### config.mk
export PLATFORM = sky130hd
export DESIGN_NAME = voice_allocator_flat
export DESIGN_NICKNAME = d
export VERILOG_FILES = /design/src/rtl/voice_allocator_if.sv /design/src/rtl/voice_allocator.sv /design/src/flat_wrapper.sv
export SDC_FILE = /design/constraint.sdc
export NUM_CORES = 1
export LEC_CHECK = 0
export CORE_ASPECT_RATIO = 1.5
export CORE_MARGIN = 4
export CORE_UTILIZATION = 30
export DETAILED_ROUTE_END_ITERATION = 8
export DONT_BUFFER_PORTS = 1
export GPL_ROUTABILITY_DRIVEN = 0
export SLEW_MARGIN = 25
export SYNTH_ARGS = -nofsm -noshare
export SYNTH_HDL_FRONTEND = slang
export SYNTH_SLANG_ARGS = --single-unit
### constraint.sdc
create_clock -name Clock -period 3.3 [get_ports Clock]
set_clock_uncertainty 0.2 [all_clocks]
set_input_delay 0.495 -clock Clock [delete_from_list [all_inputs] [get_ports Clock]]
set_output_delay 0.495 -clock Clock [all_outputs]
set_load 0.01 [all_outputs]
### src/rtl/voice_allocator_if.sv
// Event handshake and per-voice output bundle between an upstream note source
// (master) and the voice allocator (slave).
interface voice_allocator_if #(
  parameter int NUM_VOICES = 4,
  parameter int NOTE_WIDTH = 7,
  parameter int FREQ_WIDTH = 8
);
  // Handshake: an event transfers on a rising edge where EventValid and
  // EventReady are both 1; the master holds EventValid and all Event* data
  // stable until that edge, and Ready never depends combinationally on Valid.
  logic                             EventValid;
  logic                             EventReady;
  logic                             EventOn;
  logic [NOTE_WIDTH-1:0]            EventNote;
  logic [FREQ_WIDTH-1:0]            EventFreq;
  logic [NUM_VOICES*FREQ_WIDTH-1:0] VoiceFreq;
  logic [NUM_VOICES-1:0]            Gate;
  logic [NUM_VOICES-1:0]            Retrigger;
  logic                             Stolen;
  logic                             Busy;

  modport master (
    output EventValid, EventOn, EventNote, EventFreq,
    input  EventReady, VoiceFreq, Gate, Retrigger, Stolen, Busy
  );

  modport slave (
    input  EventValid, EventOn, EventNote, EventFreq,
    output EventReady, VoiceFreq, Gate, Retrigger, Stolen, Busy
  );
endinterface

### src/rtl/voice_allocator.sv
// Polyphonic voice allocator: scans one voice per cycle, then commits a
// note-on (retrigger / free / steal oldest) or a note-off to the voice table.
module voice_allocator #(
  parameter int NUM_VOICES = 4,
  parameter int NOTE_WIDTH = 7,
  parameter int FREQ_WIDTH = 8,
  parameter int AGE_WIDTH  = 4
) (
  input  logic                   Clock,
  input  logic                   Reset,
  voice_allocator_if.slave       bus,
  output logic [1:0]             dbg_state
);
  localparam int IDX_W = (NUM_VOICES > 1) ? $clog2(NUM_VOICES) : 1;

  typedef enum logic [1:0] {
    IDLE   = 2'd0,
    SCAN   = 2'd1,
    COMMIT = 2'd2
  } state_e;

  state_e                                 state_q, state_d;
  logic [IDX_W-1:0]                       scan_idx_q, scan_idx_d;
  logic                                   ev_on_q, ev_on_d;
  logic [NOTE_WIDTH-1:0]                  ev_note_q, ev_note_d;
  logic [FREQ_WIDTH-1:0]                  ev_freq_q, ev_freq_d;
  logic                                   match_found_q, match_found_d;
  logic [IDX_W-1:0]                       match_idx_q, match_idx_d;
  logic                                   free_found_q, free_found_d;
  logic [IDX_W-1:0]                       free_idx_q, free_idx_d;
  logic                                   old_found_q, old_found_d;
  logic [IDX_W-1:0]                       old_idx_q, old_idx_d;
  logic [AGE_WIDTH-1:0]                   old_age_q, old_age_d;
  logic [NUM_VOICES-1:0][NOTE_WIDTH-1:0]  note_q, note_d;
  logic [NUM_VOICES-1:0][FREQ_WIDTH-1:0]  freq_q, freq_d;
  logic [NUM_VOICES-1:0][AGE_WIDTH-1:0]   age_q, age_d;
  logic [NUM_VOICES-1:0]                  gate_q, gate_d;
  logic [NUM_VOICES-1:0]                  retrig_q, retrig_d;
  logic                                   stolen_q, stolen_d;
  logic [IDX_W-1:0]                       tgt;
  logic                                   steal;

  always_ff @(posedge Clock or negedge Reset) begin
    if (!Reset) begin
      state_q       <= IDLE;
      scan_idx_q    <= '0;
      ev_on_q       <= 1'b0;
      ev_note_q     <= '0;
      ev_freq_q     <= '0;
      match_found_q <= 1'b0;
      match_idx_q   <= '0;
      free_found_q  <= 1'b0;
      free_idx_q    <= '0;
      old_found_q   <= 1'b0;
      old_idx_q     <= '0;
      old_age_q     <= '0;
      note_q        <= '0;
      freq_q        <= '0;
      age_q         <= '0;
      gate_q        <= '0;
      retrig_q      <= '0;
      stolen_q      <= 1'b0;
    end else begin
      state_q       <= state_d;
      scan_idx_q    <= scan_idx_d;
      ev_on_q       <= ev_on_d;
      ev_note_q     <= ev_note_d;
      ev_freq_q     <= ev_freq_d;
      match_found_q <= match_found_d;
      match_idx_q   <= match_idx_d;
      free_found_q  <= free_found_d;
      free_idx_q    <= free_idx_d;
      old_found_q   <= old_found_d;
      old_idx_q     <= old_idx_d;
      old_age_q     <= old_age_d;
      note_q        <= note_d;
      freq_q        <= freq_d;
      age_q         <= age_d;
      gate_q        <= gate_d;
      retrig_q      <= retrig_d;
      stolen_q      <= stolen_d;
    end
  end

  always_comb begin
    state_d       = state_q;
    scan_idx_d    = scan_idx_q;
    ev_on_d       = ev_on_q;
    ev_note_d     = ev_note_q;
    ev_freq_d     = ev_freq_q;
    match_found_d = match_found_q;
    match_idx_d   = match_idx_q;
    free_found_d  = free_found_q;
    free_idx_d    = free_idx_q;
    old_found_d   = old_found_q;
    old_idx_d     = old_idx_q;
    old_age_d     = old_age_q;
    note_d        = note_q;
    freq_d        = freq_q;
    age_d         = age_q;
    gate_d        = gate_q;
    retrig_d      = '0;
    stolen_d      = 1'b0;
    tgt           = old_idx_q;
    steal         = 1'b1;

    unique case (state_q)
      IDLE: begin
        if (bus.EventValid) begin
          ev_on_d       = bus.EventOn;
          ev_note_d     = bus.EventNote;
          ev_freq_d     = bus.EventFreq;
          match_found_d = 1'b0;
          free_found_d  = 1'b0;
          old_found_d   = 1'b0;
          match_idx_d   = '0;
          free_idx_d    = '0;
          old_idx_d     = '0;
          old_age_d     = '0;
          scan_idx_d    = '0;
          state_d       = SCAN;
        end
      end

      SCAN: begin
        if (gate_q[scan_idx_q] && note_q[scan_idx_q] == ev_note_q && !match_found_q) begin
          match_found_d = 1'b1;
          match_idx_d   = scan_idx_q;
        end
        if (!gate_q[scan_idx_q] && !free_found_q) begin
          free_found_d = 1'b1;
          free_idx_d   = scan_idx_q;
        end
        // Strict '>' keeps the lowest index on equal ages.
        if (gate_q[scan_idx_q] && (!old_found_q || age_q[scan_idx_q] > old_age_q)) begin
          old_found_d = 1'b1;
          old_idx_d   = scan_idx_q;
          old_age_d   = age_q[scan_idx_q];
        end
        if (scan_idx_q == IDX_W'(NUM_VOICES - 1)) begin
          state_d = COMMIT;
        end else begin
          scan_idx_d = scan_idx_q + IDX_W'(1);
        end
      end

      COMMIT: begin
        state_d = IDLE;
        if (ev_on_q) begin
          if (match_found_q) begin
            tgt   = match_idx_q;
            steal = 1'b0;
          end else if (free_found_q) begin
            tgt   = free_idx_q;
            steal = 1'b0;
          end
          for (int v = 0; v < NUM_VOICES; v++) begin
            if (gate_q[v] && age_q[v] != '1) begin
              age_d[v] = age_q[v] + AGE_WIDTH'(1);
            end
          end
          note_d[tgt]   = ev_note_q;
          freq_d[tgt]   = ev_freq_q;
          gate_d[tgt]   = 1'b1;
          age_d[tgt]    = '0;
          retrig_d[tgt] = 1'b1;
          stolen_d      = steal;
        end else if (match_found_q) begin
          // Release only: note and freq stay so the envelope tail plays out.
          gate_d[match_idx_q] = 1'b0;
        end
      end

      default: state_d = IDLE;
    endcase
  end

  assign bus.EventReady = (state_q == IDLE);
  assign bus.Busy       = (state_q != IDLE);
  assign bus.VoiceFreq  = freq_q;
  assign bus.Gate       = gate_q;
  assign bus.Retrigger  = retrig_q;
  assign bus.Stolen     = stolen_q;
  assign dbg_state      = state_q;
endmodule
### src/flat_wrapper.sv
// flat-port wrapper written by rule: the top's interface ports become plain ports
module voice_allocator_flat 
#(
  parameter int NUM_VOICES = 4,
  parameter int NOTE_WIDTH = 7,
  parameter int FREQ_WIDTH = 8,
  parameter int AGE_WIDTH  = 4
)
  (Clock, Reset, dbg_state, bus_EventValid, bus_EventOn, bus_EventNote, bus_EventFreq, bus_EventReady, bus_VoiceFreq, bus_Gate, bus_Retrigger, bus_Stolen, bus_Busy);
  voice_allocator_if #(.NUM_VOICES(NUM_VOICES), .NOTE_WIDTH(NOTE_WIDTH), .FREQ_WIDTH(FREQ_WIDTH)) bus_i ();
  input  logic Clock;
  input  logic Reset;
  output logic [1:0] dbg_state;
  input wire logic [$bits(bus_i.EventValid)-1:0] bus_EventValid;
  input wire logic [$bits(bus_i.EventOn)-1:0] bus_EventOn;
  input wire logic [$bits(bus_i.EventNote)-1:0] bus_EventNote;
  input wire logic [$bits(bus_i.EventFreq)-1:0] bus_EventFreq;
  output wire logic [$bits(bus_i.EventReady)-1:0] bus_EventReady;
  output wire logic [$bits(bus_i.VoiceFreq)-1:0] bus_VoiceFreq;
  output wire logic [$bits(bus_i.Gate)-1:0] bus_Gate;
  output wire logic [$bits(bus_i.Retrigger)-1:0] bus_Retrigger;
  output wire logic [$bits(bus_i.Stolen)-1:0] bus_Stolen;
  output wire logic [$bits(bus_i.Busy)-1:0] bus_Busy;
  assign bus_i.EventValid = bus_EventValid;
  assign bus_i.EventOn = bus_EventOn;
  assign bus_i.EventNote = bus_EventNote;
  assign bus_i.EventFreq = bus_EventFreq;
  assign bus_EventReady = bus_i.EventReady;
  assign bus_VoiceFreq = bus_i.VoiceFreq;
  assign bus_Gate = bus_i.Gate;
  assign bus_Retrigger = bus_i.Retrigger;
  assign bus_Stolen = bus_i.Stolen;
  assign bus_Busy = bus_i.Busy;
  voice_allocator #(.NUM_VOICES(NUM_VOICES), .NOTE_WIDTH(NOTE_WIDTH), .FREQ_WIDTH(FREQ_WIDTH), .AGE_WIDTH(AGE_WIDTH)) u_core (.Clock(Clock), .Reset(Reset), .bus(bus_i), .dbg_state(dbg_state));
endmodule
# Word level (Yosys, flattened, before mapping)
# Cells that the tools add are included.
[classes] bitwise_logic=5 n_mux=64 n_reduce_logical=27 eq_ne=14 order_cmp=6 addsub=5
[ops] cell="two-way mux 4 bit" count=20
[ops] cell="bitwise mux 32 bit" count=1
[ops] cell="bitwise mux 28 bit" count=1
[ops] cell="two-way mux 2 bit" count=11
[ops] cell="one-hot mux 2 bit (2 select lines)" count=5
[ops] cell="adder 4 x 1 -> 4 bit (second input constant)" count=4
[ops] cell="bitwise AND 16 bit" count=1
[ops] cell="demux 8 bit (select 2 bit)" count=1
[ops] cell="inequality test 4 bit (second input constant)" count=4
[ops] cell="inverter 16 bit" count=1
[ops] cell="binary-select mux 7 bit (select 2 bit)" count=1
[ops] cell="demux 7 bit (select 2 bit)" count=1
[ops] cell="two-way mux 7 bit" count=2
[ops] cell="AND reduction 3 bit" count=4
[ops] cell="two-way mux 1 bit" count=11
[ops] cell="logical AND 1 bit" count=10
[ops] cell="less-than comparator 2 x 3 -> 1 bit (second input constant)" count=3
[ops] cell="binary-select mux 4 bit (select 2 bit)" count=1
[ops] cell="demux 4 bit (select 2 bit)" count=1
[ops] cell="two-way mux 8 bit" count=1
[ops] cell="inequality test 2 x 1 -> 1 bit (second input constant)" count=4
[ops] cell="one-hot mux 4 bit (2 select lines)" count=1
[ops] cell="AND reduction 2 bit" count=4
[ops] cell="== test 7 bit" count=1
[ops] cell="16 further kinds" count=27
[word_totals] out_inout_bits=45 word_cells=148 regBits=118

# Logic depth before layout (Yosys ltp)
# Gate-level depths: netlist (run 1).
[logic_depth] ltp_word=10 mapped_depth=12

# Least setup slack after synthesis (run 1)
# No wires, ideal clock.
[synth_path] kind="flip-flop to flip-flop" from="reg u_core.scan_idx_q[0]" to="reg u_core.old_idx_q[0]" t_arrival_ps=2619 setup_slack_ps=350 required_time_ps=2969 stages_incl_launch_ff=10 path_buffers=2 cell_sequence="dfrtp_1 -> buf_6 -> clkbuf_1 -> mux4_2 -> ha_1 -> and2_1 -> a32o_1 -> a21oi_2 -> a21oi_1 -> mux2i_1"
[synth_between] elab_chain_cells=7
[synth_lines] element="start, declared" line_no="voice_allocator.sv:23" text="logic [IDX_W-1:0] scan_idx_q, scan_idx_d;"
[synth_lines] element="start signal, assigned" line_no="voice_allocator.sv:65" text="scan_idx_q <= scan_idx_d;"
[synth_lines] element="binary-select mux 4 bit (select 2 bit)" line_no="voice_allocator.sv:135" text="if (gate_q[scan_idx_q] && (!old_found_q || age_q[scan_idx_q] > old_age_q)) begin"
[synth_lines] element="two-way mux 4 bit (implied by the code)" line_no="voice_allocator.sv:135"
[synth_lines] element="greater-than comparator 4 bit" line_no="voice_allocator.sv:135"
[synth_lines] element="logical OR 1 bit" line_no="voice_allocator.sv:135"
[synth_lines] element="logical AND 1 bit" line_no="voice_allocator.sv:135"
[synth_lines] element="inequality test 2 x 1 -> 1 bit (no line)"
[synth_lines] element="AND reduction 3 bit (no line)"
[synth_lines] element="end signal, assigned" line_no="voice_allocator.sv:74" text="old_idx_q <= old_idx_d;"
[synth_lines] element="end, declared" line_no="voice_allocator.sv:32" text="logic [IDX_W-1:0] old_idx_q, old_idx_d;"
# Several ways; a longest one is shown, not always the timed one. The select of a mux whose other input is x is not followed.
# A chain may end at the register's enable or synchronous reset.

# Worst setup path after layout (run 1)
[layout_path] from="reg u_core.scan_idx_q[0]" to="reg u_core.old_idx_q[1]"
[layout_between] elab_chain_cells=7
[layout_lines] element="binary-select mux 4 bit (select 2 bit)" line_no="voice_allocator.sv:135"
[layout_lines] element="two-way mux 4 bit (implied by the code)" line_no="voice_allocator.sv:135"
[layout_lines] element="greater-than comparator 4 bit" line_no="voice_allocator.sv:135"
[layout_lines] element="logical OR 1 bit" line_no="voice_allocator.sv:135"
[layout_lines] element="logical AND 1 bit (*)" line_no="voice_allocator.sv:135"
[layout_lines] element="inequality test 2 x 1 -> 1 bit (no line) (*)"
[layout_lines] element="AND reduction 3 bit (no line) (*)"
# Every way passes the cells marked *; elsewhere a longest branch is shown, timed or not. The select of a mux whose other input is x is not followed.

==> metrics.yaml, run 1 <==
run_status:
  run_status: "finished with violations"
  violations: "negative hold slack"
timing:
  setup_viol: 0
  tightest_slew_ns: 0.922
  finalCriticalPeriod_ns: 2.86
  fin_setup_tns_ns: 0
  max_freq_mhz: 349
  slew_violations: 0
  slew_headroom_pct: 37.7
  rsz0062_at_grt: "no"
  whs_ns: -0.412
  hold_violations: 118
  period_share_pct: 86.8
critical_path:
  worst_setup_path_start_kind: "register"
  critPathCaptureType: "register"
  required_ns: 3.37
  arrival_ns: 2.93
  crit_type: "register to register"
  worst-path-max-fanout: 9
yosys:
  ys_seq_area_share_pct: 57.0
  syn-num-nets: 418
  synthCells: 390
  yosys_warnings: 0
  synth-seq-cells: 118
  avgSynthCellArea_um2: 13.3
  synth-edff-count: 0
  synth.distinct_cells: 36
  synth-main-ff-cell: "dfrtp_1"
  synth_area_mm2: 0.00518
  synth-async-reset-ratio_pct: 100
layout:
  mostFrequentLayoutCell: "dfrtp_1"
  finish.instance_area_mm2: 0.00601
  drive_gt1_share_pct: 30.9
  final_cell_mix: "dfrtp_1, mux2_2, nand2_1"
  fillers: 1660
  final_nets: 427
  antenna_cells: 0
  area_growth_pct: 16.0
place:
  dpl_cell_area_mm2: 0.00542
  dpl.hpwl_mm: 7.67
  numPortBuffers: 0
clock_network:
  post-cts-setup-buffer-count: 0
  clock_path_buffers: 2
  insertion_delay_ns: 0.40
  clock_sinks: 118
  root_buffer: "clkbuf_16"
  numCtsBuffers: 17
  cts_max_level: 4
  cts_tree: "built"
  path_clk_slew_ns: 0.05
route:
  wl_per_cell_um: 18.4
  drc: 0
  via_per_inst: 4.92
  num_vias: 3058
  drt_iter0_drc: 151
  ant_nets: 0
  drt_pass1_iterations: 4
  wl_mm: 11.4
worst_hold_path:
  hold_class: "input port to asynchronous set/reset pin"
global_routing:
  grt.overflow.total: 0
  grt.total_usage_pct: 12.5
  grt_pass1_wl_mm: 18.5
  grt_max_degree: 119
  grt_antenna_before_repair: 0
  grt_pass1_vias: 3418
pwr:
  powerDensity_mw_per_mm2: 847
  switching_share_pct: 29.8
  clkPwrFrac_pct: 35.3
  p_switching_w: 0.00152
  p_seq_share_pct: 44.5
  p_int_w: 0.00357
  power_frac_comb_pct: 20.2
  total_power_w: 0.00509
  ir_drop_uv: 438
  p_leak_nw: 2.80
job:
  drv_cap: 0
floorplanning:
  dieWidth_um: 115
  pin_count: 64
  row_count: 58
  die_h_um: 169
  initial_utilization_pct: 30.8
  core_area_mm2: 0.0168
  fp.dieArea_mm2: 0.0195
## power groups by stage
stage | clock [W] | sequential (W) | combinational, W
after floorplan | 0 | 0.00213 | 0.000873
after global placement | 0 | 0.00227 | 0.00101
after detailed placement | 0 | 0.00230 | 0.00104
after CTS | 0.00185 | 0.00228 | 0.00104
after global routing | 0.00191 | 0.00233 | 0.00114
final | 0.00180 | 0.00226 | 0.00103
## layer usage
metal	GRT usage, %	vias to the layer above	part of all wire [%]
li1	-	1384	-
met1	13.4	1581	39
met2	21.9	71	53
met3	3.76	22	4.7
met4	6.49	0	2.8
met5	0	-	0
## flip-flops by register name, summed over array words and instances, names as in the netlist, 2 cells and up
register / count
u_core.old_age_q: 4
u_core.old_idx_q: 2
u_core.ev_note_q: 7
u_core.note_q: 28
u_core.ev_freq_q: 8
u_core.bus.VoiceFreq: 32
u_core.bus.Gate: 4
u_core.age_q: 16
u_core.scan_idx_q: 2
u_core.dbg_state: 2
u_core.match_idx_q: 2
u_core.bus.Retrigger: 4
u_core.free_idx_q: 2
## metrics by stage
stage	util, %	cells	setup slack, ns
2_1_floorplan	-	390	0.350
3_3_place_gp	32.2	590	0.610
3_5_place_dp	32.2	590	0.473
4_1_cts	35.7	621	0.457
5_1_grt	35.7	621	0.268
6_report	35.7	621	0.437
## cell families (layout without fill, tap and decap cells)
kind of cell / after synthesis / count (layout) / synth area share, %
AOI/OAI and AO/OA: 28 / 28 / 3.24
xor gates and xnor gates: 22 / 22 / 3.72
adders and majority gates: 9 / 9 / 2.18
buffers and inverters: 27 / 48 / 2.44
DFF: 118 / 118 / 57.0
muxes: 103 / 103 / 23.9
and+or+nand+nor: 83 / 83 / 7.54
## worst max-delay path: stages, from the launching register on
cell and delay, ns:
dfrtp_1 0.50, mux4_2 0.57, ha_1 0.33, and2_1 0.17, a32o_1 0.28, a21oi_2 0.37
a21oi_1 0.15, mux2i_1 0.16
## final timing paths
kind / start / end / slack [ns] / depth (start not counted)
hold / removal: Reset / u_core.bus.Retrigger[1] / -0.41 / 0
hold reg to reg: u_core.note_q[17] / u_core.note_q[17] / 0.30 / 1
min in group Clock: bus_EventOn / u_core.ev_on_q / 0.04 / 1
setup / recovery: u_core.scan_idx_q[0] / u_core.old_idx_q[1] / 0.44 / 7
setup reg to reg: u_core.scan_idx_q[0] / u_core.old_idx_q[1] / 0.44 / 7
max in group asynchronous: Reset / u_core.age_q[14] / 3.14 / 0
## final cells by class
class | count | area, µm² | share of cell area [%]
multi-input combinational | 245 | 2110 | 35.1
clock inverter | 8 | 97.6 | 1.62
tap | 210 | 263 | 4.37
clock buffer | 23 | 488 | 8.12
timing repair buffer | 9 | 67.6 | 1.12
inverter | 8 | 30.0 | 0.500
sequential | 118 | 2950 | 49.2
## timing repair
item	in CTS	in global routing
endpoints found under the hold margin	118	118
endpoints found under the setup margin	0	0
gates resized for setup	0	0
## synthesized netlist by cell type (2+ instances only)
library cell  number  share of area [%]
nor3_1             5               0.48
nand2_1           27                2.0
nor2_1            24                1.7
clkbuf_1           8               0.58
buf_2              8               0.77
ha_1               9                2.2
a21o_1             4               0.58
mux4_2             6                2.6
xnor2_1           14                2.4
nand4_1            4               0.48
o21ai_0           16                1.5
dfrtp_1          118                 57
and3_1             4               0.48
mux2_2            77                 17
xor2_1             8                1.4
buf_4              2               0.29
mux2i_1           18                3.5
nand2b_1           3               0.36
and2_1             2               0.24
nand3_1            6               0.58
a21oi_1            3               0.29
nor2b_1            2               0.24
inv_1              8               0.58
mux4_1             2                1.0
Power figures use the tool's default switching activity.
==> run 2: changes to the inputs <==
- CORE_UTILIZATION: 30 -> 63
- GPL_TIMING_DRIVEN: unset -> 0
- PLACE_DENSITY: unset -> 0.79
==> metrics.yaml, run 2 (same netlist as run 1, synthesis figures left out) <==
layout:
  final_nets: 436  # was 427
  drive_gt1_share_pct: 30.2  # was 30.9%
  finish.instance_area_mm2: 0.00590  # was 0.00601 mm²
  antenna_cells: 0  # unchanged
  stdcell_count: 526  # was 621
  mostFrequentLayoutCell: "dfrtp_1"  # unchanged
  area_growth_pct: 13.9  # was 16.0%
  final_cell_mix: "dfrtp_1, mux2_2, nand2_1"  # unchanged
  largest_reg_flops: 32  # unchanged
  fillers: 517  # was 1,660
floorplanning:
  initial_utilization_pct: 64.7  # was 30.8%
  core_area_mm2: 0.00801  # was 0.0168 mm²
  row_count: 40  # was 58
  fp.dieArea_mm2: 0.00976  # was 0.0195 mm²
  pin_count: 64  # unchanged
  dieWidth_um: 82.0  # was 115 µm
  die_h_um: 119  # was 169 µm
global_routing:
  grt.total_usage_pct: 23.4  # was 12.5%
  grt.overflow.total: 0  # unchanged
  grt_antenna_before_repair: 0  # unchanged
  grt_max_degree: 119  # unchanged
  grt_util_met3_pct: 8.62  # was 3.76%
  grt_pass1_vias: 3377  # was 3,418
  grt_pass1_wl_mm: 17.0  # was 18.5 mm
  busiest_layer: "met2"  # unchanged
  met2_usage_pct: 35.6  # was 21.9%
  gr-usage-met1_pct: 29.8  # was 13.4%
run_status:
  violations: "negative hold slack"  # unchanged
  run_status: "finished with violations"  # unchanged
timing:
  slew_headroom_pct: 50.5  # was 37.7%
  whs_ns: -0.422  # was -0.412 ns
  hold_violations: 118  # unchanged
  slew_violations: 0  # unchanged
  finalCriticalPeriod_ns: 2.88  # was 2.86 ns
  tightest_slew_ns: 0.733  # was 0.922 ns
  setup_viol: 0  # unchanged
  fin_setup_tns_ns: 0  # unchanged
  max_freq_mhz: 348  # was 349 MHz
  rsz0062_at_grt: "no"  # unchanged
  period_share_pct: 87.1  # was 86.8%
pwr:
  powerDensity_mw_per_mm2: 863  # was 847 mW/mm²
  ir_drop_uv: 548  # was 438 µV
  p_leak_nw: 2.83  # was 2.80 nW
route:
  drt_iter0_drc: 203  # was 151
  wl_per_cell_um: 19.2  # was 18.4 µm
  drt_pass1_iterations: 4  # unchanged
  num_vias: 3061  # was 3,058
  drc: 0  # unchanged
  wl_mm: 10.1  # was 11.4 mm
  via_per_inst: 5.82  # was 4.92
  ant_nets: 0  # unchanged
critical_path:
  worst_r2r_startpoint: "u_core.scan_idx_q[0]"  # unchanged
  worst-path-max-fanout: 16  # was 9
  crit_type: "register to register"  # unchanged
  arrival_ns: 2.96  # was 2.93 ns
  cp-startpoint: "u_core.scan_idx_q[0]"  # unchanged
  critPathCaptureType: "register"  # unchanged
  worst_setup_path_start_kind: "register"  # unchanged
  required_ns: 3.38  # was 3.37 ns
clock_network:
  cts_resized: 0  # unchanged
  root_buffer: "clkbuf_16"  # unchanged
  path_clk_slew_ns: 0.06  # was 0.05 ns
  clock_sinks: 118  # unchanged
  post-cts-setup-buffer-count: 0  # unchanged
  cts_max_level: 4  # unchanged
  numCtsBuffers: 17  # unchanged
  insertion_delay_ns: 0.41  # was 0.40 ns
  cts_tree: "built"  # unchanged
  clock_path_buffers: 2  # unchanged
place:
  numPortBuffers: 0  # unchanged
  dpl_cell_area_mm2: 0.00531  # was 0.00542 mm²
  place_inst: 495  # was 590
  dpl.hpwl_mm: 6.66  # was 7.67 mm
job:
  drv_cap: 0  # unchanged
worst_hold_path:
  hold_class: "input port to asynchronous set/reset pin"  # unchanged
run 2: cell types whose count changed in the layout (fill, tap and decap cells not counted), sizes merged:
cell / delta
clkinvlp: +1
inv: +2
buf: +2
clkbuf: +5
run 2: report_power, final:
group	switching (W)	internal, W
logic	0.000482	0.000565
clock network	0.000648	0.00117
registers	0.000406	0.00182
run 2: per-layer routing:
metal  up-vias  part of all wire, %
met5         -                    0
met4         0                  1.8
met3        25                  6.8
met2        87                   51
met1      1546                   41
li1       1403                    -
run 2: worst paths after layout:
kind | end | slack [ns] | cells after the start
max in group asynchronous | u_core.ev_freq_q[3] | 3.15 | 0
setup / recovery | u_core.old_idx_q[0] | 0.42 | 9
hold / removal | u_core.age_q[1] | -0.42 | 0
min in group Clock | u_core.ev_freq_q[1] | 0.03 | 1
hold reg to reg | u_core.note_q[8] | 0.30 | 1
setup reg to reg | u_core.old_idx_q[0] | 0.42 | 9
run 2: per-stage QoR:
step / util [%] / total power [W] / setup WS (ns)
after floorplan: - / 0.00300 / 0.350
after global placement: 66.3 / 0.00324 / 0.0324
after detailed placement: 66.3 / 0.00330 / -0.0355
after CTS: 73.7 / 0.00513 / 0.407
after global routing: 73.7 / 0.00536 / 0.264
final: 73.7 / 0.00509 / 0.425
run 2: worst max-delay path, stage by stage, from the launching register on:
cell	delay, ns
dfrtp_1	0.38
buf_6	0.22
mux4_2	0.54
ha_1	0.31
and2_1	0.15
o21ai_0	0.09
a32o_1	0.23
a21oi_2	0.35
a21oi_1	0.14
mux2i_1	0.15
run 2: area by class of cell:
class	count	area, µm²	share of cell area [%]
multi-input combinational	245	2100	35.6
sequential	118	2950	50.1
inverter	8	30.0	0.509
tap	105	131	2.23
clock buffer	21	470	7.98
clock inverter	11	123	2.08
buffer	18	92.6	1.57
